`src/rtl/combat_resolver.sv`:
```
// combat_resolver: per-frame hitbox/hurtbox referee tracking health, hitstun and round state.
// Optional blocking (chip damage, no stun) is compiled in when COMBAT_BLOCK_EN is defined.
module combat_resolver #(
    parameter int HP_MAX      = 100,
    parameter int DAMAGE      = 10,
    parameter int STUN_FRAMES = 15,
    parameter int KO_FRAMES   = 120
) (
    input  logic       clk,
    input  logic       rst,
    input  logic       restart,
    input  logic       p1_hit_active,
    input  logic [9:0] p1_hit_x1,
    input  logic [9:0] p1_hit_x2,
    input  logic [9:0] p1_hit_y1,
    input  logic [9:0] p1_hit_y2,
    input  logic       p2_hit_active,
    input  logic [9:0] p2_hit_x1,
    input  logic [9:0] p2_hit_x2,
    input  logic [9:0] p2_hit_y1,
    input  logic [9:0] p2_hit_y2,
    input  logic [9:0] p1_hurt_x1,
    input  logic [9:0] p1_hurt_x2,
    input  logic [9:0] p1_hurt_y1,
    input  logic [9:0] p1_hurt_y2,
    input  logic [9:0] p2_hurt_x1,
    input  logic [9:0] p2_hurt_x2,
    input  logic [9:0] p2_hurt_y1,
    input  logic [9:0] p2_hurt_y2,
`ifdef COMBAT_BLOCK_EN
    input  logic       p1_block,
    input  logic       p2_block,
`endif
    output logic [6:0] p1_health,
    output logic [6:0] p2_health,
    output logic       p1_stun,
    output logic       p2_stun,
    output logic       p1_hit,
    output logic       p2_hit,
    output logic       round_active,
    output logic [1:0] winner
);

    localparam int STUN_W = $clog2(STUN_FRAMES + 1);
    localparam int KO_W   = $clog2(KO_FRAMES + 1);

    localparam logic [6:0]        HP_INIT   = 7'(HP_MAX);
    localparam logic [6:0]        FULL_DMG  = 7'(DAMAGE);
    localparam logic [6:0]        BLOCK_DMG = 7'(DAMAGE >> 2);
    localparam logic [STUN_W-1:0] STUN_LOAD = STUN_W'(STUN_FRAMES);
    localparam logic [KO_W-1:0]   KO_LAST   = KO_W'(KO_FRAMES - 1);

    typedef enum logic [1:0] {
        FIGHT = 2'd0,
        KO    = 2'd1,
        WAIT  = 2'd2
    } state_t;

    state_t state;
    state_t next_state;

    logic [STUN_W-1:0] p1_stun_cnt;
    logic [STUN_W-1:0] p2_stun_cnt;
    logic [KO_W-1:0]   ko_cnt;
    logic              p1_latch;
    logic              p2_latch;

    logic       p1_blocked;
    logic       p2_blocked;
    logic       hit_on_p1;
    logic       hit_on_p2;
    logic [6:0] next_p1_health;
    logic [6:0] next_p2_health;
    logic       ko_now;
    logic       do_restart;

    // Degenerate boxes are rejected explicitly; the bare strict test would accept some of them.
    function automatic logic boxes_overlap(
        input logic [9:0] ax1, input logic [9:0] ax2, input logic [9:0] ay1, input logic [9:0] ay2,
        input logic [9:0] bx1, input logic [9:0] bx2, input logic [9:0] by1, input logic [9:0] by2
    );
        return (ax1 < ax2) && (ay1 < ay2) && (bx1 < bx2) && (by1 < by2) &&
               (ax1 < bx2) && (bx1 < ax2) && (ay1 < by2) && (by1 < ay2);
    endfunction

    function automatic logic [6:0] sat_sub(input logic [6:0] health, input logic [6:0] dmg);
        return (health > dmg) ? (health - dmg) : 7'd0;
    endfunction

`ifdef COMBAT_BLOCK_EN
    assign p1_blocked = p1_block;
    assign p2_blocked = p2_block;
`else
    assign p1_blocked = 1'b0;
    assign p2_blocked = 1'b0;
`endif

    always_comb begin
        hit_on_p2 = (state == FIGHT) && p1_hit_active && !p1_latch && (p2_stun_cnt == '0) &&
                    boxes_overlap(p1_hit_x1, p1_hit_x2, p1_hit_y1, p1_hit_y2,
                                  p2_hurt_x1, p2_hurt_x2, p2_hurt_y1, p2_hurt_y2);
        hit_on_p1 = (state == FIGHT) && p2_hit_active && !p2_latch && (p1_stun_cnt == '0) &&
                    boxes_overlap(p2_hit_x1, p2_hit_x2, p2_hit_y1, p2_hit_y2,
                                  p1_hurt_x1, p1_hurt_x2, p1_hurt_y1, p1_hurt_y2);

        next_p1_health = p1_health;
        next_p2_health = p2_health;
        if (hit_on_p1) begin
            next_p1_health = sat_sub(p1_health, p1_blocked ? BLOCK_DMG : FULL_DMG);
        end
        if (hit_on_p2) begin
            next_p2_health = sat_sub(p2_health, p2_blocked ? BLOCK_DMG : FULL_DMG);
        end

        ko_now     = (state == FIGHT) && ((next_p1_health == 7'd0) || (next_p2_health == 7'd0));
        do_restart = (state == WAIT) && restart;
    end

    always_comb begin
        next_state = state;
        case (state)
            FIGHT:   if (ko_now) next_state = KO;
            KO:      if (ko_cnt == KO_LAST) next_state = WAIT;
            WAIT:    if (restart) next_state = FIGHT;
            default: next_state = FIGHT;
        endcase
    end

    always_ff @(posedge clk or negedge rst) begin
        if (!rst) begin
            state <= FIGHT;
        end else begin
            state <= next_state;
        end
    end

    // Health, stun, latches and winner all move on the same edge as the state change.
    always_ff @(posedge clk or negedge rst) begin
        if (!rst) begin
            p1_health   <= HP_INIT;
            p2_health   <= HP_INIT;
            p1_stun_cnt <= '0;
            p2_stun_cnt <= '0;
            p1_latch    <= 1'b0;
            p2_latch    <= 1'b0;
            p1_hit      <= 1'b0;
            p2_hit      <= 1'b0;
            winner      <= 2'b00;
            ko_cnt      <= '0;
        end else begin
            p1_hit <= hit_on_p1;
            p2_hit <= hit_on_p2;
            ko_cnt <= (state == KO) ? ko_cnt + KO_W'(1) : '0;
            if (do_restart) begin
                p1_health   <= HP_INIT;
                p2_health   <= HP_INIT;
                p1_stun_cnt <= '0;
                p2_stun_cnt <= '0;
                p1_latch    <= 1'b0;
                p2_latch    <= 1'b0;
                winner      <= 2'b00;
            end else begin
                p1_health <= next_p1_health;
                p2_health <= next_p2_health;

                if (hit_on_p1 && !p1_blocked) begin
                    p1_stun_cnt <= STUN_LOAD;
                end else if (p1_stun_cnt != '0) begin
                    p1_stun_cnt <= p1_stun_cnt - STUN_W'(1);
                end
                if (hit_on_p2 && !p2_blocked) begin
                    p2_stun_cnt <= STUN_LOAD;
                end else if (p2_stun_cnt != '0) begin
                    p2_stun_cnt <= p2_stun_cnt - STUN_W'(1);
                end

                if (!p1_hit_active) begin
                    p1_latch <= 1'b0;
                end else if (hit_on_p2) begin
                    p1_latch <= 1'b1;
                end
                if (!p2_hit_active) begin
                    p2_latch <= 1'b0;
                end else if (hit_on_p1) begin
                    p2_latch <= 1'b1;
                end

                if (ko_now) begin
                    winner <= {next_p1_health == 7'd0, next_p2_health == 7'd0};
                end
            end
        end
    end

    assign p1_stun      = (p1_stun_cnt != '0);
    assign p2_stun      = (p2_stun_cnt != '0);
    assign round_active = (state == FIGHT);

endmodule

```
`config.mk`:
```
export PLATFORM = sky130hd
export DESIGN_NAME = combat_resolver
export DESIGN_NICKNAME = d
export VERILOG_FILES = /design/src/rtl/combat_resolver.sv
export SDC_FILE = /design/constraint.sdc
export NUM_CORES = 1
export LEC_CHECK = 0
export BUFFER_PORTS_ARGS = -buffer_cell sky130_fd_sc_hd__clkbuf_2
export CAP_MARGIN = 40
export CORE_ASPECT_RATIO = 0.9
export CORE_MARGIN = 10
export CORE_UTILIZATION = 57
export DETAILED_ROUTE_END_ITERATION = 10
export PLACE_DENSITY = 0.91
export SLEW_MARGIN = 20
export SYNTH_ARGS = -nofsm -noshare
export SYNTH_HDL_FRONTEND = slang
export SYNTH_SLANG_ARGS = --single-unit
```
`constraint.sdc`:
```
create_clock -name clk -period 7.64 [get_ports clk]
set_input_delay 0.382 -clock clk [delete_from_list [all_inputs] [get_ports clk]]
set_output_delay 0.382 -clock clk [all_outputs]
set_load 0.005 [all_outputs]
```
After elaboration in Yosys (flattened, before gate mapping)
Index checks and enable logic that the tools add are counted.
{"block": "word_totals", "regBits": 37, "output_inout_bits": 21, "word_cells": 105}
{"block": "classes", "addsub": 5, "magnitude_cmp": 18, "n_eq_ne": 8, "muxes": 25, "n_reduce_logical": 38}
{"op": "$lt 10x10->1", "count": 16}
{"op": "$mux 7", "count": 7}
{"op": "$logic_and 1x1->1", "count": 24}
{"op": "$mux 4", "count": 6}
{"op": "$gt 7x4->1 const B", "count": 2}
{"op": "$logic_not 7->1", "count": 2}
{"op": "$sub 7x4->7 const B", "count": 2}
{"op": "$mux 2", "count": 5}
{"op": "$logic_not 4->1", "count": 2}
{"op": "$reduce_bool 4->1", "count": 2}
{"op": "$sub 4x1->4 const B", "count": 2}
{"op": "$add 7x1->7 const B", "count": 1}
{"op": "$eq 7x7->1 const B", "count": 1}
{"op": "$mux 1", "count": 6}
{"op": "$ne 3x1->1 const B", "count": 2}
{"op": "$pmux 2 s3", "count": 1}
{"op": "$reduce_bool 3->1", "count": 2}
{"op": "$ne 2x2->1 const B", "count": 2}
{"op": "$reduce_and 3->1", "count": 1}
{"op": "$eq 2x1->1 const B", "count": 1}
{"op": "$eq 2x2->1 const B", "count": 1}
{"op": "$logic_not 1->1", "count": 2}
{"op": "$logic_not 2->1", "count": 1}
{"op": "$ne 2x1->1 const B", "count": 1}
{"op": "2 further kinds", "count": 2}

Longest topological paths before layout
Gate-level depths: netlist (run 1).
{"block": "logic_depth", "ltp_word": 15, "mapped_depth": 12, "ltp_nobuf": 10}

Worst setup path after synthesis (run 1)
Ideal clock, no wire load.
{"block": "synth_path", "path_type": "input to register", "start": "input p1_hit_y2[9]", "end": "register winner[0]", "arrival_ns": 2.941, "required_ns": 7.520, "slack_ns": 4.579, "path_stages": 10, "n_path_buf": 0, "cell_sequence": "inv_1 ha_1 a211oi_1 nand4_1 or4_1 or4_1 nand3b_1 nor4_2 mux2_1 a31o_2"}
{"block": "synth_via", "elab_chain_len": 14}
{"element": "from (decl)", "line_no": "16", "source": "input logic [9:0] p1_hit_y2,"}
{"element": "$lt 10x10->1", "line_no": "82", "source": "return (ax1 < ax2) && (ay1 < ay2) && (bx1 < bx2) && (by1 < by2) &&"}
{"element": "$logic_and 1x1->1 (4 in series)", "line_no": "82"}
{"element": "$logic_and 1x1->1 (2 in series)", "line_no": "83", "source": "(ax1 < bx2) && (bx1 < ax2) && (ay1 < by2) && (by1 < ay2);"}
{"element": "$logic_and 1x1->1 (*)", "line_no": "83"}
{"element": "$logic_and 1x1->1 (*)", "line_no": "99", "source": "hit_on_p2 = (state == FIGHT) && p1_hit_active && !p1_latch && (p2_stun_cnt == '0) &&"}
{"element": "$mux 7 (*)", "line_no": "111", "source": "if (hit_on_p2) begin"}
{"element": "$logic_not 7->1 (*)", "line_no": "115, 189"}
{"element": "$logic_or 1x1->1", "line_no": "115", "source": "ko_now = (state == FIGHT) && ((next_p1_health == 7'd0) || (next_p2_health == 7'd0));"}
{"element": "$logic_and 1x1->1", "line_no": "115"}
{"element": "$reduce_bool 2->1 (no source line)"}
{"element": "to (signal assigned)", "line_no": "189", "source": "winner <= {next_p1_health == 7'd0, next_p2_health == 7'd0};"}
{"element": "to (decl)", "line_no": "41", "source": "output logic [1:0] winner"}
Mark *: on every way between the ends. The rest lies on a longest branch, timed or not. The select of a mux whose other input is x is not followed.
A chain may end at the register's enable or synchronous reset.

Worst setup path in the final report (run 1)
{"block": "layout_path", "start": "register p2_stun_cnt[0]", "end": "register winner[0]"}
{"block": "layout_via", "elab_chain_len": 8}
{"element": "from (decl)", "line_no": "63", "source": "logic [STUN_W-1:0] p2_stun_cnt;"}
{"element": "from (signal assigned)", "line_no": "174", "source": "p2_stun_cnt <= p2_stun_cnt - STUN_W'(1);"}
{"element": "$logic_not 4->1 (*)", "line_no": "99"}
{"element": "$logic_and 1x1->1 (*) (2 in series)", "line_no": "99"}
{"element": "$mux 7 (*)", "line_no": "111"}
{"element": "$logic_not 7->1 (*)", "line_no": "115, 189"}
{"element": "$logic_or 1x1->1", "line_no": "115"}
{"element": "$logic_and 1x1->1", "line_no": "115"}
{"element": "$reduce_bool 2->1 (no source line)"}
Marks and branches as above.

==> results of run 1 <==
## worst max-delay path, stage by stage, from the launching register on
cell,delay (ns)
dfrtp_1,0.38
inv_1,0.11
ha_1,0.18
nor3b_4,0.34
nand4_1,0.16
or4_1,0.54
or4_1,0.43
nand3b_1,0.21
nor4_2,0.32
mux2_1,0.40
a31o_2,0.22
## metal layers
metal  wire length (um)  part of all wire (%)  global-route usage [%]
met5                  0                     0                       0
met3               1680                   9.3                   6.351
met2               8764                    48                   43.36
met4                612                   3.4                   8.282
met1               7029                    39                   26.90
## flip-flops by register name, summed over array words and instances (netlist names), 2 cells and up
signal / flops
ko_cnt: 7
p1_health: 7
p2_health: 7
p1_stun_cnt: 4
p2_stun_cnt: 4
state: 2
winner: 2
## synthesized netlist by cell type (9+ instances only)
cell / instances / area [sq um]
inv_1: 92 / 345.3
nor4_1: 13 / 81.33
nand4_1: 34 / 212.7
or4_1: 13 / 97.59
a211oi_1: 15 / 112.6
nor3_1: 12 / 60.06
or3_1: 11 / 68.82
clkbuf_1: 9 / 33.78
ha_1: 151 / 1889
a22oi_1: 11 / 82.58
nand3_1: 28 / 140.1
o21ai_0: 29 / 145.1
nor2_1: 31 / 116.4
a21o_1: 13 / 97.59
nor2b_1: 9 / 56.30
nand2_1: 44 / 165.2
dfrtp_1: 31 / 775.7
a21oi_1: 59 / 295.3
nand2b_1: 20 / 125.1
## metrics by stage
step | utilization [%] | std cells | total power (W) | instance area, sq um | hold WS (ns)
floorplan | - | 707 | 0.0003456 | 5728 | 0.08641
global placement | 69.37 | 1006 | 0.0004374 | 6758 | 0.4435
detailed placement | 69.57 | 1007 | 0.0004477 | 6778 | 0.2517
CTS | 71.05 | 1016 | 0.0006526 | 6922 | 0.3478
global route | 71.05 | 1016 | 0.0006992 | 6922 | 0.3602
finish | 71.05 | 1016 | 0.0006547 | 6922 | 0.3532
## cells by family (layout without fill, tap and decap cells)
family                     Yosys count  in the layout  synth area share (%)
buffers and inverters              104            287                 6.968
DFF                                 37             37                 16.30
AOI/OAI and AO/OA                  162            162                 17.91
muxes                                1              1                0.1966
adders and majority gates          151            151                 32.98
xor gates and xnor gates            12             12                 1.835
and+or+nand+nor                    240            240                 23.81
## layout make-up
cell class | instances | share of cell area (%)
inverter | 92 | 4.989
timing repair buffer | 187 | 13.81
tap | 126 | 2.278
sequential | 37 | 13.49
clock inverter | 3 | 0.9400
multi-input combinational | 566 | 63.50
clock buffer | 5 | 0.9942
## where the power goes
part / internal, W / switching (W) / total (W) / leakage, nW
combinational: 0.000115 / 0.000138 / 0.000253 / 3.28
sequential: 0.000196 / 0 / 0.000196 / 0.456
clock: 0.000130 / 0.0000760 / 0.000206 / 0.0681
total: 0.000440 / 0.000214 / 0.000655 / 3.81
## final timing paths
check                          startpoint      endpoint  slack (ns)  depth (start not counted)
setup reg to reg           p2_stun_cnt[0]     winner[0]        4.27                         10
setup / recovery           p2_stun_cnt[0]     winner[0]        4.27                         10
hold / removal              p2_hit_active      p2_latch        0.35                          3
hold reg to reg                 ko_cnt[0]     ko_cnt[0]        0.46                          1
min in group asynchronous             rst  p2_health[1]        0.48                          2
max in group asynchronous             rst  p2_health[6]        6.67                          3
==> flow_summary_export.csv, run 1 <==
group,metric,value,unit
worst_setup_path,critPathMaxFanout,6,
place,gp_congestion,0.9663,
run_status,outcome,"completed",
worst_setup_path,worstSetupEndpointType,"register",
synth,syn_area,5728,sq um
global_routing,grt_pass1_vias,6434,
drt,drc,0,
sta,worstMarginPinSlew,0.6606,ns
cts,cts.clk_slew.worst_paths,0.08,ns
cts,cts.path.max_buffers,2,
final_layout,drive_gt1_share,23.71,%
floorplan,ioPinCount,186,
global_routing,antenna_found_initial,0,
sta,setup_viol,0,
synth,synth_enable_flop_cells,0,
floorplan,core,9742,sq um
global_routing,gr-total-overflow,0,
power,vdd_drop_max,0.08431,mV
floorplan,start_util,58.80,%
final_layout,mostFrequentLayoutCells,"clkbuf_2, ha_1, inv_1",
floorplan,die_h,115.1,um
drt,drtPass1Iterations,5,
sta,clock_skew,0.009771,ns
place,place_hpwl,15860,um
synth,yosysUniqueCellTypes,59,
final_layout,syn_to_final_growth,20.84,%
sta,max_slew_margin,55.96,%
worst_setup_path,cp_data_arrival_time,3.56,ns
final_layout,final_common_cell,"clkbuf_2",
drt,drtIter0Drc,460,
cts,cts_sinks,37,
global_routing,grt_max_degree,31,
cts,holdBufCountCts,1,
drt,wl_per_cell,17.80,um
synth,synth-seq-area-share,16.30,%
final_layout,layout.nets,1205,
final_layout,multi_input_area,4395,sq um
cts,cts_setup_buffers,0,
global_routing,grt_usage,24.02,%
power,cellPowerDensity,94.59,nW/um^2
place,place_ws,4.163,ns
sta,rsz0062_at_grt,"false",
sta,finalHoldViolations,0,
synth,yosysWarnings,0,
sta,slew_violations,0,
sta,fin_crit,3.373,ns
final_layout,num-fill-cells,776,
synth,synth_cells,707,
cts,clk_latency,0.29,ns
sta,max_freq,0.2965,GHz
drt,viasPerCell,6.099,
sta,layout_setup_ws,4.267,ns
synth,synthFlopType,"dfrtp_1",
final_layout,regArea,933.4,sq um
drt,vias,6197,
synth,ys_seq_elements,37,
sta,fin_crit_sh,44.15,%
cts,cts-htree-levels,2,
synth,async_flop_share,100.0,%
global_routing,grt_pass1_wl,29680,um
job,maxCapViolCount,0,
cts,cts-resized-gates,0,
synth,synth_nets,1023,
place,io_buffers,185,
sta,tns,0,ns
worst_hold_path,min_path_type,"in2reg",
cts,cts_root_buf,"clkbuf_8",
worst_setup_path,cp_data_required_time,7.83,ns
power,p_leak,3.808,nW
floorplan,dieArea,14460,sq um
drt,routed_wl,18090,um
drt,drtAntennaViolNets,0,
synth,post_synth.cell_area_avg,8.102,sq um
cts,cts_tree,"yes",
final_layout,antenna_cells,0,
worst_setup_path,start_kind,"register",
worst_setup_path,crit_type,"reg2reg",
floorplan,die_w,125.7,um
floorplan,rows,34,
cts,cts-buffers-inserted,5,
(Power assumes the default switching activity.)
==> run 2, diff against run 1 <==
Settings changed: ABC_AREA set to 1, CORE_UTILIZATION 57 to 54, PLACE_DENSITY 0.91 to 0.87.
Clock period 7.64 ns to 3.5 ns, I/O delays scaled along.
==> flow_summary_export.csv, run 2 <==
group,metric,value,unit
run_status,outcome,"completed",
global_routing,grt_usage,20.30,%
floorplan,dieArea,15810,sq um
floorplan,ioPinCount,186,
synth,synthFlopType,"dfrtp_1",
synth,synth_top_area_share,31.30,%
drt,viasPerCell,4.941,
worst_setup_path,cp_data_arrival_time,2.56,ns
drt,drtAntennaViolNets,0,
global_routing,grt_pass1_wl,28120,um
sta,clock_skew,0.004125,ns
synth,syn_area,6036,sq um
floorplan,core,10900,sq um
synth,synth_cells,932,
synth,post_synth.cell_area_avg,6.476,sq um
sta,slew_violations,0,
place,io_buffers,185,
worst_setup_path,crit_slowest_cell,"dfrtp_1",
synth,yosysUniqueCellTypes,37,
synth,ys_seq_elements,37,
worst_setup_path,start_kind,"register",
sta,max_freq,0.4190,GHz
sta,max_slew_margin,68.77,%
cts,cts.path.max_buffers,2,
worst_setup_path,cp_data_required_time,3.67,ns
job,maxCapViolCount,0,
final_layout,layout.nets,1440,
sta,worstMarginPinSlew,0.4635,ns
worst_setup_path,crit_top_cell,"nand2_1",
cts,cts_root_buf,"clkbuf_16",
synth,synth_nets,1248,
floorplan,start_util,55.37,%
final_layout,mostFrequentLayoutCells,"nand2_1, inv_1, clkbuf_2",
cts,cts-htree-levels,2,
cts,clk_latency,0.28,ns
global_routing,gr-total-overflow,0,
worst_setup_path,worstSetupEndpointType,"register",
drt,drtIter0Drc,293,
floorplan,die_h,120.3,um
global_routing,grt_max_degree,23,
worst_setup_path,critPathMaxFanout,11,
place,place_ws,1.058,ns
worst_setup_path,crit_type,"reg2reg",
synth,synth-seq-area-share,15.46,%
power,cellPowerDensity,300.7,nW/um^2
synth,synth.most_common_cell,"nand2_1",
place,gp_congestion,0.9027,
floorplan,rows,36,
sta,fin_crit,2.386,ns
synth,ys_top_cells_by_count,"nand2_1, inv_1, ha_1, nor2_1, a21oi_1",
final_layout,drive_gt1_share,19.64,%
sta,setup_viol,0,
global_routing,antenna_found_initial,1,
synth,yosysTopAreaCell,"ha_1",
global_routing,grt_pass1_vias,6447,
drt,vias,6315,
drt,drtPass1Iterations,4,
drt,drc,0,
synth,synth_enable_flop_cells,0,
power,total_power,0.002210,W
cts,cts_sinks,37,
synth,yosysWarnings,0,
sta,finalHoldViolations,0,
floorplan,die_w,131.4,um
sta,layout_setup_ws,1.114,ns
final_layout,top_regs,"ko_cnt (7), p1_health (7), p2_health (7)",
synth,synth.area.top_cells,"ha_1, nand2_1, dfrtp_1",
cts,holdBufCountCts,1,
sta,fin_crit_sh,68.18,%
cts,cts_setup_buffers,0,
cts,cts_tree,"yes",
sta,rsz0062_at_grt,"false",
worst_hold_path,min_path_type,"in2reg",
worst_setup_path,cp_slowest_stage_delay,0.35,ns
place,place_hpwl,14800,um
cts,cts-resized-gates,0,
cts,cts-buffers-inserted,5,
final_layout,syn_to_final_growth,21.75,%
synth,async_flop_share,100.0,%
worst_setup_path,cp_top_family,"simple AND/OR/NAND/NOR gates",
power,p_leak,4.706,nW
drt,routed_wl,16280,um
power,vdd_drop_max,0.2847,mV
worst_setup_path,timing.critical_path.buf_inv,2,
drt,wl_per_cell,12.74,um
cts,cts.clk_slew.worst_paths,0.06,ns
sta,tns,0,ns
worst_setup_path,path_cells,"inv_1, ha_1, nand3_2, nor2_1, nand3_1, nor2_1, nand3_1, nor2_2, nand2_2, nor2_4, nand2_2, nand2_1, nand2_1, inv_1, nand2_1, nor2_1, nand2_2, nand4_1, nand2_1",
final_layout,final_common_cell,"nand2_1",
==> run 2: cell families after synthesis <==
logic type / after synthesis / share of synthesized area, %
flops: 37 / 15.46
compound gates: 100 / 9.266
xor+xnor: 6 / 0.8708
buf+inv: 193 / 12.27
fa+ha+maj: 151 / 31.30
simple gates: 445 / 30.83
==> run 2: layer usage <==
| layer | part of all wire [%] | up-vias | global-route usage (%) |
|---|---|---|---|
| met5 | 0 | - | 0 |
| met4 | 1.9 | 0 | 5.139 |
| met3 | 7.2 | 23 | 5.132 |
| met2 | 46 | 207 | 35.04 |
| met1 | 45 | 2727 | 24.80 |
| li1 | - | 3358 | - |
==> run 2: through the flow <==
step	cell area, sq um	std cells	util, %	hold slack, ns
floorplan	6036	932	-	-0.1206
detailed placement	7159	1268	65.68	0.1355
CTS	7346	1277	67.39	0.1146
global route	7348	1278	67.41	0.1336
finish	7348	1278	67.41	0.1197
global placement	7132	1267	65.43	0.3263
==> run 2: worst paths after layout <==
path / start / to / slack (ns) / cells after the start
setup / recovery: p1_stun_cnt[0] / winner[0] / 1.11 / 19
hold reg to reg: ko_cnt[0] / ko_cnt[0] / 0.47 / 1
min in group asynchronous: rst / ko_cnt[2] / 0.37 / 2
setup reg to reg: p1_stun_cnt[0] / winner[0] / 1.11 / 19
hold / removal: p1_hit_active / p1_latch / 0.12 / 3
max in group asynchronous: rst / p1_health[5] / 2.60 / 3
==> run 2: worst register-to-register path, stage by stage (launching register included) <==
cell     delay, ns
dfrtp_1       0.35
inv_1         0.14
ha_1          0.19
nand3_2       0.11
nor2_1        0.10
nand3_1       0.08
nor2_1        0.10
nand3_1       0.08
nor2_2        0.13
nand2_2       0.08
nor2_4        0.12
nand2_2       0.17
nand2_1       0.10
nand2_1       0.05
inv_1         0.07
nand2_1       0.06
nor2_1        0.11
nand2_2       0.09
nand4_1       0.08
nand2_1       0.05
==> run 2: cell type report <==
type	count	area (sq um)
diodes	1	2.502
clock buffers	6	138.9
clock inverters	2	37.54
fillers	992	3552
inverters	190	713.2
multi-input cells	702	4362
flip-flops and latches	37	933.4
well taps	152	190.2
repair buffers	188	970.9
==> run 2: where the power goes <==
part | internal (W) | leakage [nW] | switching, W
sequential | 0.000522 | 0.478 | 0.0000657
combinational | 0.000466 | 4.14 | 0.000632
clock | 0.000355 | 0.0831 | 0.000170
total | 0.00134 | 4.71 | 0.000868
==> run 3, diff against run 2 <==
Clock period 3.5 ns to 2.4 ns, I/O delays scaled along.
==> flow_summary_export.csv, run 3 (synthesis results as in run 2) <==
group,metric,value,unit
drt,routed_wl,16710,um
power,swShare,41.14,%
worst_setup_path,cp_top_family,"simple AND/OR/NAND/NOR gates",
power,vdd_drop_max,0.3407,mV
global_routing,grt_pass1_wl,27620,um
final_layout,multi_input_area,4424,sq um
worst_hold_path,whs_endpoint,"p1_latch",
power,pwr-share-comb,53.4,%
power,intPower,0.001888,W
sta,max_freq,0.4401,GHz
sta,finalHoldViolations,0,
final_layout,drive_gt1_share,21.99,%
power,cellPowerDensity,429.8,nW/um^2
power,switchingPower,0.001320,W
power,p_leak,4.752,nW
worst_setup_path,crit_slowest_cell,"dfrtp_1",
cts,cts_root_buf,"clkbuf_16",
worst_setup_path,crit_top_cell,"nand2_2",
final_layout,layout.nets,1452,
sta,setup_viol,0,
sta,worstMarginPinSlew,0.4713,ns
final_layout,num-fill-cells,942,
worst_setup_path,r2r-start,"state[0]",
worst_setup_path,path_cells,"nor2_4, nand2_1, nor2_1, nand3_1, nor2_1, nand3_1, nor2_2, nand2_2, nor2_4, nand2_4, nand2_2, nand2_1, inv_2, nand2_2, nor2_2, nand2_2, nand4_1, nand2_1",
sta,whs,0.09110,ns
floorplan,die_w,131.4,um
worst_setup_path,start_kind,"register",
global_routing,grt_max_degree,26,
sta,fin_crit_sh,94.67,%
sta,fin_crit,2.272,ns
cts,cts.path.max_buffers,2,
worst_setup_path,crit_type,"reg2reg",
sta,clock_skew,0.005222,ns
final_layout,syn_to_final_growth,23.67,%
floorplan,die_h,120.3,um
floorplan,dieArea,15810,sq um
sta,max_slew_margin,68.25,%
worst_setup_path,critPathMaxFanout,8,
sta,slew_violations,0,
worst_setup_path,r2r_end,"winner[0]",
global_routing,antenna_found_initial,1,
floorplan,core,10900,sq um
worst_setup_path,cp_data_arrival_time,2.44,ns
worst_hold_path,hp-start,"p1_hit_active",
worst_setup_path,reg2reg_depth,18,
run_status,outcome,"completed",
worst_hold_path,hold_depth,3,
final_layout,final_common_cell,"nand2_1",
global_routing,grt_usage,19.90,%
cts,clk_latency,0.28,ns
place,gp_congestion,0.9864,
job,maxCapViolCount,0,
worst_setup_path,cp_data_required_time,2.57,ns
floorplan,ioPinCount,186,
global_routing,gr-total-overflow,0,
cts,cts-buffers-inserted,5,
drt,wl_per_cell,12.96,um
floorplan,start_util,55.37,%
worst_setup_path,ff2ff_setup_slack,0.13,ns
place,place_hpwl,14760,um
drt,drc,0,
cts,cts_sinks,37,
power,pwr-share-clk,19.6,%
worst_setup_path,cp_slowest_stage_delay,0.43,ns
drt,viasPerCell,4.916,
final_layout,top_regs,"ko_cnt (7), p1_health (7), p2_health (7)",
drt,drtPass1Iterations,5,
final_layout,regArea,934.6,sq um
global_routing,grt_pass1_vias,6317,
drt,drtIter0Drc,301,
worst_setup_path,timing.critical_path.buf_inv,1,
worst_hold_path,min_path_type,"in2reg",
cts,cts.clk_slew.worst_paths,0.06,ns
drt,drtAntennaViolNets,0,
cts,cts-htree-levels,2,
final_layout,mostFrequentLayoutCells,"nand2_1, clkbuf_2, inv_1",
worst_setup_path,worstSetupEndpointType,"register",
drt,vias,6341,
cts,cts_tree,"yes",
floorplan,rows,36,
power,p_seq_share,27.0,%
place,io_buffers,185,
power,total_power,0.003208,W
run 3: cell count changes in the layout (fill, tap and decap cells not counted), moves of 2 or more:
| cell | change |
|---|---|
| inv_2 | +6 |
| nor2_2 | +4 |
| buf_4 | +12 |
| nand2_4 | +2 |
| nand2_2 | +2 |
| inv_1 | -6 |
| nor2_1 | -5 |
| clkinv_2 | +2 |
| nand2_1 | -4 |
run 3: per-layer routing:
metal,track usage (%),wire length (um)
met5,0,0
met4,4.514,294
met3,4.263,1066
met2,34.75,7842
met1,24.65,7511
run 3: power groups by stage:
stage / Clock [W] / Combinational (W) / Sequential [W]
5_1_grt: 0.000656 / 0.00198 / 0.000883
3_3_place_gp: 0 / 0.00155 / 0.000863
2_1_floorplan: 0 / 0.00108 / 0.000851
4_1_cts: 0.000633 / 0.00161 / 0.000857
6_report: 0.000629 / 0.00171 / 0.000867
3_5_place_dp: 0 / 0.00159 / 0.000865
run 3: how the worst max path moves through the flow:
stage	slack [ns]	startpoint	cells after the start	endpoint
2_1_floorplan	0.27	p1_stun_cnt[0]	18	winner[0]
3_3_place_gp	0.10	p2_hurt_x2[9]	18	winner[1]
3_5_place_dp	0.07	p1_hurt_x2[7]	21	winner[0]
4_1_cts	0.11	p2_stun_cnt[0]	15	winner[0]
5_1_grt	-0.03	p1_stun_cnt[1]	17	winner[1]
6_report	0.13	state[0]	18	winner[0]
run 3: tightest hold or removal path: cells and delay by family:
kind | cells | cell delay (ns)
compound gates | 1 | 0.04
buf+inv | 1 | 0.09
simple gates | 1 | 0.07
run 3: through the flow:
stage	util (%)	TNS [ns]	cells	setup slack (ns)	cell area, sq um
finish	68.48	0	1290	0.1278	7465
global route	68.48	-0.04016	1290	-0.02803	7465
CTS	67.39	0	1282	0.1131	7346
detailed placement	66.02	0	1273	0.07208	7197
global placement	65.77	0	1272	0.1033	7169
floorplan	-	0	932	0.2665	6036
run 3: cell type report:
type / instances / area share (%)
Clock buffer: 6 / 1.726
Multi-Input combinational cell: 702 / 59.27
Timing Repair Buffer: 200 / 14.21
Tap cell: 152 / 2.548
Inverter: 190 / 9.554
Clock inverter: 2 / 0.1341
Antenna cell: 1 / 0.03352
Sequential cell: 37 / 12.52
run 3: what timing repair did:
item,in CTS,in global routing
hold endpoints to repair,9,0
gates resized for setup,0,23
setup endpoints to repair,0,10
hold buffers,1,0
buffers inserted,0,7
